`src/rtl/npc_stage_sequencer.sv`:
```
// Multi-cycle control sequencer for the npc datapath: IF -> ID -> EX -> [MEM] -> WB.
// Issues single-cycle commit strobes, memory handshakes with a wait watchdog, and perf counters.
module npc_stage_sequencer #(
  parameter int unsigned CNT_W    = 64,
  parameter int unsigned WAIT_W   = 8,
  parameter int unsigned MAX_WAIT = 255
) (
  input  logic             clk,
  input  logic             rst,
  input  logic             ifu_rvalid,
  input  logic             lsu_done,
  input  logic             en_Wreg,
  input  logic             en_Wmem,
  input  logic             load,
  input  logic             branch,
  input  logic             ebreak,
  output logic             ifu_req,
  output logic             ir_we,
  output logic             lsu_req,
  output logic             lsu_wen,
  output logic             reg_we,
  output logic             pc_we,
  output logic             pc_sel,
  output logic [2:0]       state,
  output logic             halted,
  output logic             fault,
  output logic [CNT_W-1:0] cycle_cnt,
  output logic [CNT_W-1:0] instret_cnt
);

  typedef enum logic [2:0] {
    S_IF   = 3'd0,
    S_ID   = 3'd1,
    S_EX   = 3'd2,
    S_MEM  = 3'd3,
    S_WB   = 3'd4,
    S_HALT = 3'd5
  } state_t;

  state_t            st;
  logic [WAIT_W-1:0] wait_cnt;

  // Sequencing, watchdog and counters; a timeout or corrupt encoding halts with fault.
  always_ff @(posedge clk) begin
    if (rst) begin
      st          <= S_IF;
      wait_cnt    <= '0;
      cycle_cnt   <= '0;
      instret_cnt <= '0;
      halted      <= 1'b0;
      fault       <= 1'b0;
    end else begin
      if (st != S_HALT) cycle_cnt <= cycle_cnt + CNT_W'(1);
      case (st)
        S_IF: begin
          if (ifu_rvalid) begin
            st       <= S_ID;
            wait_cnt <= '0;
          end else if (wait_cnt == WAIT_W'(MAX_WAIT)) begin
            st     <= S_HALT;
            halted <= 1'b1;
            fault  <= 1'b1;
          end else begin
            wait_cnt <= wait_cnt + WAIT_W'(1);
          end
        end
        S_ID: begin
          if (ebreak) begin
            st     <= S_HALT;
            halted <= 1'b1;
          end else begin
            st <= S_EX;
          end
        end
        S_EX: st <= (load | en_Wmem) ? S_MEM : S_WB;
        S_MEM: begin
          if (lsu_done) begin
            st       <= S_WB;
            wait_cnt <= '0;
          end else if (wait_cnt == WAIT_W'(MAX_WAIT)) begin
            st     <= S_HALT;
            halted <= 1'b1;
            fault  <= 1'b1;
          end else begin
            wait_cnt <= wait_cnt + WAIT_W'(1);
          end
        end
        S_WB: begin
          st          <= S_IF;
          instret_cnt <= instret_cnt + CNT_W'(1);
        end
        S_HALT: st <= S_HALT;
        default: begin
          st     <= S_HALT;
          halted <= 1'b1;
          fault  <= 1'b1;
        end
      endcase
    end
  end

  // State decodes; masked by rst so a reset cycle never commits or requests.
  assign state   = st;
  assign ifu_req = ~rst & (st == S_IF);
  assign ir_we   = ~rst & (st == S_IF) & ifu_rvalid;
  assign lsu_req = ~rst & (st == S_MEM);
  assign lsu_wen = ~rst & (st == S_MEM) & en_Wmem;
  assign pc_we   = ~rst & (st == S_WB);
  assign pc_sel  = ~rst & (st == S_WB) & branch;
  assign reg_we  = ~rst & (st == S_WB) & en_Wreg & ~en_Wmem;

endmodule

```
`config.mk`:
```
export PLATFORM = sky130hd
export DESIGN_NAME = npc_stage_sequencer
export DESIGN_NICKNAME = d
export VERILOG_FILES = /design/src/rtl/npc_stage_sequencer.sv
export SDC_FILE = /design/constraint.sdc
export NUM_CORES = 1
export LEC_CHECK = 0
export CAP_MARGIN = 15
export CORE_MARGIN = 5
export CORE_UTILIZATION = 45
export CTS_BUF_LIST = sky130_fd_sc_hd__clkbuf_4 sky130_fd_sc_hd__clkbuf_8
export CTS_CLUSTER_SIZE = 16
export DETAILED_ROUTE_END_ITERATION = 10
export PLACE_DENSITY = 0.72
export SETUP_SLACK_MARGIN = 0.5
export SKIP_LAST_GASP = 1
export SLEW_MARGIN = 30
export SYNTH_ARGS = -nofsm -noshare
export SYNTH_HDL_FRONTEND = slang
export SYNTH_SLANG_ARGS = --single-unit
export TNS_END_PERCENT = 100
```
`constraint.sdc`:
```
create_clock -name clk -period 4.1 [get_ports clk]
set_clock_uncertainty 0.1 [all_clocks]
set_input_delay 0.82 -clock clk [delete_from_list [all_inputs] [get_ports clk]]
set_output_delay 0.82 -clock clk [all_outputs]
set_load 0.02 [all_outputs]
```
==> results of run 1 <==
cell usage after synthesis (2+ instances only):
cell      instances  area [um2]
or2_1             3        18.8
nor4_2            4        50.1
nor3_2            2        20.0
o21a_1            2        15.0
ha_1              3        37.5
nand4_1          53         332
a21oi_1          68         340
mux2_2            4        45.0
nor2_1          101         379
nor4_4            2        42.5
or2_2             5        31.3
xnor2_1          30         263
and4_1            6        52.6
nor2b_1           8        50.1
inv_1            25        93.8
nor4_1           21         131
nand2_1          58         218
xor2_1           37         324
a211oi_1          2        15.0
nand3_1          40         200
and3_1           10        62.6
o21ai_0          48         240
nor3_1           23         115
nand3b_1          3        22.5
or4_1            22         165
nand4_2           5        62.6
or3_1            47         294
o31ai_1          16         120
o22a_1            2        17.5
nor4b_1           2        17.5
and2_1           10        62.6
clkbuf_1         33         124
dfxtp_1         141        2820
state kept, by name, summed over array words and instances, names as in the netlist:
signal / cells
wait_cnt: 8
cycle_cnt: 64
instret_cnt: 64
halted: 1
fault: 1
state: 3
power groups by stage:
stage               registers [mW]  clock network (mW)  logic, mW
floorplan                     1.43                   0     0.0949
global placement              1.43                   0      0.148
detailed placement            1.43                   0      0.149
CTS                           1.40                1.19      0.150
global route                  1.40                1.25      0.164
finish                        1.40                1.17      0.148
metal layers:
layer | routed length, um | vias to the layer above | GRT usage (%)
li1 | - | 3347 | -
met1 | 8190 | 3138 | 26.3
met2 | 8150 | 183 | 30.9
met3 | 1030 | 39 | 5.51
met4 | 478 | 0 | 7.92
met5 | 0 | - | 0
cells by family after synthesis:
kind of cell	after synthesis	share of synthesized area, %
xor gates and xnor gates	67	8.47
AOI/OAI and AO/OA	144	11.5
muxes	5	0.795
buffers and inverters	60	3.27
adders and majority gates	3	0.542
and+or+nand+nor	432	34.7
DFF	141	40.8
cell type report:
cell class              count  area [um2]
multi-input cells         651        3880
repair buffers            151        1500
clock buffers              23         298
inverters                  25        93.8
fillers                  1375        6200
flip-flops and latches    141        2820
clock inverters             7         113
well taps                 188         235
cells in the final DEF (no fill, tap or decap), types with 3 or more instances in the layout:
cell,netlist,routed
a21oi_1,68,68
and2_1,10,10
and3_1,10,10
and4_1,6,6
buf_4,0,4
bufinv_16,0,3
clkbuf_4,0,3
clkbuf_8,0,20
clkdlybuf4s50_1,0,147
clkinv_2,0,3
dfxtp_1,141,141
ha_1,3,3
inv_1,25,25
mux2_2,4,4
nand2_1,58,58
nand3_1,40,40
nand3b_1,3,3
nand4_1,53,53
nand4_2,5,5
nor2_1,101,101
nor2b_1,8,8
nor3_1,23,22
nor3_2,2,3
nor4_1,21,21
nor4_2,4,4
o21ai_0,48,48
o31ai_1,16,16
or2_1,3,3
or2_2,5,5
or3_1,47,47
or4_1,22,22
xnor2_1,30,30
xor2_1,37,37
worst min-delay path by stage:
stage	startpoint	end	cells past startpoint
after floorplan	wait_cnt[1]	wait_cnt[1]	2
after global placement	halted	halted	2
after detailed placement	fault	fault	2
after CTS	fault	fault	2
after global routing	halted	halted	2
final	fault	fault	2
worst reg2reg max path: stages, from the launching register on:
cell	delay, ps
dfxtp_1	440
nand4_1	190
nor3_1	530
nand4_1	660
or4_1	680
a21oi_1	170
==> summary.md, run 1 <==
| Metric | Value |
|---|---|
| Post-layout nets | 999 |
| CTS Hold Bufs | 0 |
| Final ANT Viol Nets | 0 |
| Antenna violations before repair | 0 |
| Syn_nets | between 800 and 900 |
| Sw Share | 22.7% |
| Routed via count | about 6700 |
| Clock power frac | between 40% and 50% |
| Period utilisation layout | 79.2% |
| Cell internal pwr | 2.10 mW |
| Ratio of cells with drive above 1 in the final layout | 6.21% |
| Critical-path maximum fanout | 16 |
| CTS tree | done |
| Cell family with most CP delay | simple AND/OR/NAND/NOR gates |
| CP Capture Point | ir_we |
| Mean Syn Cell Area | 8.13 um2 |
| Worst Path Arrival | ~2300 ps |
| Setup CP Type | register to output pin |
| CP cell instances | or2_1 -> nor3_1 -> and2_1 -> clkdlybuf4s50_1 |
| Non-filler cells, final | 1186 |
| Core Util, Final | between 50% and 60% |
| Slew Limit Fails | 0 |
| Synth Warn # | 0 |
| Clock Sinks | 141 |
| Critical Path Start | state[0] |
| First-pass GRT wire length | 29900 um |
| R2R depth | 5 |
| Area Overhead vs Synth | 29.2% |
| Die width | around 130 um |
| Mapped Area | 6920 um2 |
| Gr usage total | 19.9% |
| Worst setup margin | between 800 and 900 ps |
| Peak supply drop | 0.190 mV |
| RR Startpoint | cycle_cnt[28] |
| Switching power | 616 uW |
| H-tree depth | 4 |
| Post_cts resized | 0 |
| Outcome | complete, no violations |
| DP Cell Count | between 1000 and 1500 |
| Number of CTS-inserted buffers | 17 |
| Setup WS pre-CTS | 867 ps |
| Post-synthesis cell type count | 49 |
| Initial Utilization | 45.7% |
| RSZ-0062 raised after global routing | false |
| Setup slack of the most critical reg-to-reg path | 1270 ps |
| Cell area after layout | ~8900 um2 |
| Sequential share of the synthesized area | 40.8% |
| Largest net degree at the start of global routing | 76 |
| Post-synth EDFFs | 0 |
| N_diodes | 0 |
| Seq pwr share | roughly half |
| Clock slew at reported path FFs | around 70 ps |
| Fmax | 0.308 GHz |
| Grt ovf | 0 |
| Post-CTS setup buffers | 0 |
| Startpoint Class | register |
| Critical path depth | 4 |
| Endpoints failing setup | 0 |
| Critical Path RT | 3180 ps |
| Pwr Total | 2.72 mW |
| Number of global-route vias before repair | 6040 |
| Critical path buffers and inverters | 1 |
| Vias per cell | 5.66 |
| Max Cap Violations | 0 |
| Initial DRT Pass Iterations | 4 |
| Crit path time final | 3250 ps |
| Worst-Skew Late Latency | 450 ps |
| LEAKAGE | 2.76 nW |
| Slowest stage cell, crit path | dfxtp_1 |
| R2R Path End | cycle_cnt[59] |
| Worst hold margin | 368 ps |
| IO buf count | ~150 |
| Gate power share | 5.5% |
| Crit-path max cell delay | 620 ps |
| Core area | around 15000 um2 |
| Final Hold Fails | 0 |
| Die ar. | 18000 um2 |
| DRC Markers | 0 |
| CTS max path bufs | 2 |
| Hpwl dp | 12800 um |
| Slew headroom | a little under half |
| WL/cell | about 15 um |
| Synth async-reset ratio | 0% |
| I/O Pins | between 100 and 150 |
| Die Ht | between 100 and 150 um |
| #FFs+latches synth | between 100 and 150 |
| Post-synth top flop | dfxtp_1 |
| Worst slew pin tran | 788 ps |
| Cell Pwr Density | 304 nW/um2 |
| Root Driver | clkbuf_8 |
| Routed WL | 17800 um |
| FP Rows | 45 |
| Synth Instances | around 850 |
| RD Place Congestion | roughly 0.90 |
| Worst hold-check path type | register to register |
| Critical path endpoint category | output pin |
| Initial DRC Count | 402 |
| Setup tns final | 0 ps |
| Dpl cell area | 8530 um2 |
(Power assumes the default switching activity.)
==> run 2: changes to the inputs <==
--- a/config.mk
+++ b/config.mk
@@ -11,7 +11,7 @@
 export CTS_BUF_LIST = sky130_fd_sc_hd__clkbuf_4 sky130_fd_sc_hd__clkbuf_8
 export CTS_CLUSTER_SIZE = 16
 export DETAILED_ROUTE_END_ITERATION = 10
-export PLACE_DENSITY = 0.72
+export PLACE_DENSITY = 0.75
 export SETUP_SLACK_MARGIN = 0.5
 export SKIP_LAST_GASP = 1
 export SLEW_MARGIN = 30
==> constraint.sdc (replaced) <==
create_clock -name clk -period 2.6 [get_ports clk]
set_clock_uncertainty 0.1 [all_clocks]
set_input_delay 0.52 -clock clk [delete_from_list [all_inputs] [get_ports clk]]
set_output_delay 0.52 -clock clk [all_outputs]
set_load 0.02 [all_outputs]
==> run 2 against run 1 <==
  * Sequential power is 56% higher
  * Critical path depth rose by 4
  * First-iteration DRC count is 36% higher
  * Register-to-register slack worse by 930 ps
  * Die area unchanged
  * Routed wire length increased by 21%
  * Total power grew 61%
  * Non-clock buffer count rose by 110
  * Critical path type is now register to register
  * Via count rose by 11%
  * Critical endpoint is now cycle_cnt[54]
  * Cell area grew 17%
==> summary.md, run 2 (synthesized netlist as in run 1, its figures left out) <==
| Metric | Value |
|---|---|
| Outcome | complete, no violations |
| Critical path buffers and inverters | 3 (+2) |
| Clock power frac | 43.0% (about the same) |
| Hold depth | 2 (unchanged) |
| Hold_sp | rst |
| GR Util met2 | 37.3% (+6.4 points) |
| Post-layout nets | 1110 (+11%) |
| Final ANT Viol Nets | 0 (unchanged) |
| Gate power share | 7.0% (+1.5 points) |
| Sw Share | 23.2% (+0.51 points) |
| Worst slew pin tran | 684 ps (-104 ps) |
| Hpwl dp | 12800 um (+0.45%) |
| IO buf count | 148 (unchanged) |
| Peak supply drop | 0.279 mV (+46%) |
| FP Rows | 45 (unchanged) |
| Crit path time final | 2260 ps |
| Worst Path Arrival | 2560 ps (+230 ps) |
| Filler cells | 1161 (-16%) |
| Slowest stage cell, crit path | or4_4 |
| Endpoints failing setup | 0 (unchanged) |
| Most Crowded Layer GR | met2 |
| RSZ-0062 raised after global routing | true |
| Worst-Skew Late Latency | 460 ps (about the same) |
| Largest net degree at the start of global routing | 136 (+79%) |
| First-pass GRT wire length | 33000 um (+11%) |
| Critical path endpoint category | register |
| Worst Hold End | instret_cnt[1] |
| Initial DRT Pass Iterations | 6 (+2) |
| Worst hold-check path type | input pin to register |
| Most frequent cells in the layout | 98 x nor2_1, 91 x buf_4, 91 x dlygate4sd2_1 |
| Core Util, Final | 69.3% (+10 points) |
| Number of global-route vias before repair | 6782 (+12%) |
| Critical-path maximum fanout | 5 (-11) |
| Core area | 15100 um2 (unchanged) |
| Crit-path max cell delay | 510 ps (-110 ps) |
| Setup CP Type | register to register |
| Cell family with most CP delay | simple AND/OR/NAND/NOR gates |
| Grt ovf | 0 (unchanged) |
| CTS tree | done |
| Gr usage total | 22.1% (+2.2 points) |
| Vias per cell | 5.76 (+1.9%) |
| Max Cap Violations | 0 (unchanged) |
| Cell internal pwr | 3.36 mW (+60%) |
| Ratio of cells with drive above 1 in the final layout | 28.9% (+23 points) |
| Clock Sinks | 141 (unchanged) |
| Final Hold Fails | 0 (unchanged) |
| Setup tns final | 0 ps (unchanged) |
| Most common cell after layout, fill and taps aside | nor2_1 |
| RD Place Congestion | 0.867 (-3.4%) |
| Antenna violations before repair | 0 (unchanged) |
| Slew Limit Fails | 0 (unchanged) |
| Pwr Total | 4.37 mW (+61%) |
| Area Overhead vs Synth | 51.6% |
| H-tree depth | 4 (unchanged) |
| Die width | 134 um (unchanged) |
| I/O Pins | 149 (unchanged) |
| Slew headroom | 54.4% (+7.3 points) |
| Grt met3 use | 6.26% (+0.75 points) |
| Setup slack of the most critical reg-to-reg path | 340 ps (-930 ps) |
| Seq pwr share | 49.9% (-1.5 points) |
| R2R Path End | cycle_cnt[54] |
| Root Driver | clkbuf_8 |
| Number of CTS-inserted buffers | 17 (unchanged) |
| Initial DRC Count | 548 (+36%) |
| M1 GR Usage | 26.9% (+0.59 points) |
| Worst hold margin | 297 ps (-70.3 ps) |
| WL/cell | 16.6 um (+11%) |
| R2R depth | 8 (+3) |
| RR Startpoint | cycle_cnt[41] |
| N_diodes | 0 (unchanged) |
| Initial Utilization | 45.7% (unchanged) |
| Clock slew at reported path FFs | 80 ps (about the same) |
| Routed WL | 21600 um (+21%) |
| CTS max path bufs | 2 (unchanged) |
| Die ar. | 18000 um2 (unchanged) |
| Period utilisation layout | 87.1% |
| Switching power | 1.01 mW (+64%) |
| DRC Markers | 0 (unchanged) |
| LEAKAGE | 4.47 nW (+62%) |
| Top flop regs | cycle_cnt (64), instret_cnt (64), wait_cnt (8) |
| Routed via count | 7478 (+11%) |
| Die Ht | 134 um (unchanged) |
| CP cell instances | nand4_1 -> buf_4 -> buf_4 -> nor4_2 -> nand4_1 -> buf_6 -> or4_4 -> a21oi_2 |
| Critical Path RT | 2890 ps (-290 ps) |
| Startpoint Class | register |
| Cell Pwr Density | 416 nW/um2 (+37%) |
| Fmax | 0.442 GHz |
[run 2: cell types whose count changed in the layout (fill, tap and decap cells not counted), moves of 7 or more]
| cell | previous run | this run |
|---|---|---|
| buf_4 | 4 | 91 |
| buf_6 | 0 | 22 |
| clkdlybuf4s50_1 | 147 | 29 |
| dfxtp_1 | 141 | 68 |
| dfxtp_2 | 0 | 53 |
| dfxtp_4 | 0 | 20 |
| dlygate4sd2_1 | 0 | 91 |
| dlymetal6s2s_1 | 0 | 20 |
| nand3_1 | 40 | 33 |
| nor3_1 | 22 | 12 |
| nor3_4 | 0 | 7 |
| nor4_1 | 21 | 8 |
| nor4_4 | 2 | 10 |
[run 2: cell type report]
| cell class | instances | area [um2] | share of cell area, % |
|---|---|---|---|
| multi-input cells | 652 | 4440 | 42.3 |
| flip-flops and latches | 141 | 2960 | 28.2 |
| repair buffers | 261 | 2350 | 22.4 |
| clock buffers | 24 | 305 | 2.91 |
| well taps | 188 | 235 | 2.24 |
| clock inverters | 7 | 113 | 1.07 |
| inverters | 25 | 93.8 | 0.894 |
[run 2: how the worst max path moves through the flow]
stage / start / endpoint / slack [ps] / cells after the start
detailed placement: en_Wmem / reg_we / 90 / 3
floorplan: instret_cnt[53] / instret_cnt[57] / 450 / 5
CTS: state[1] / pc_sel / 360 / 5
finish: cycle_cnt[41] / cycle_cnt[54] / 340 / 8
global placement: en_Wmem / reg_we / 100 / 3
global route: cycle_cnt[41] / cycle_cnt[54] / 260 / 8
[run 2: metal layers]
metal	share of wire [%]	vias up
met2	49	312
met4	2.9	0
met1	40	3518
met3	7.5	56
met5	0	-
li1	-	3592
[run 2: timing repair]
action,in CTS,in global routing
hold buffers,0,0
gates resized for setup,177,127
cloned,2,1
endpoints found under the hold margin,0,0
setup buffers,52,34
endpoints found under the setup margin,162,103
pin swaps,33,65
[run 2: metrics by stage]
step | instance area [um2] | std cells | setup slack (ps)
final | 10500 | 1298 | 337
after global routing | 10500 | 1298 | 264
after CTS | 9780 | 1263 | 356
after detailed placement | 8860 | 1178 | 93.7
after global placement | 8860 | 1178 | 97.2
after floorplan | 7090 | 852 | 446
[run 2: power groups by stage]
| stage | clock network [mW] | logic, mW | registers [mW] |
|---|---|---|---|
| 4_1_cts | 1.92 | 0.275 | 2.19 |
| 6_report | 1.88 | 0.307 | 2.18 |
| 3_5_place_dp | 0 | 0.256 | 2.24 |
| 5_1_grt | 2.01 | 0.331 | 2.18 |
| 3_3_place_gp | 0 | 0.253 | 2.24 |
| 2_1_floorplan | 0 | 0.154 | 2.25 |
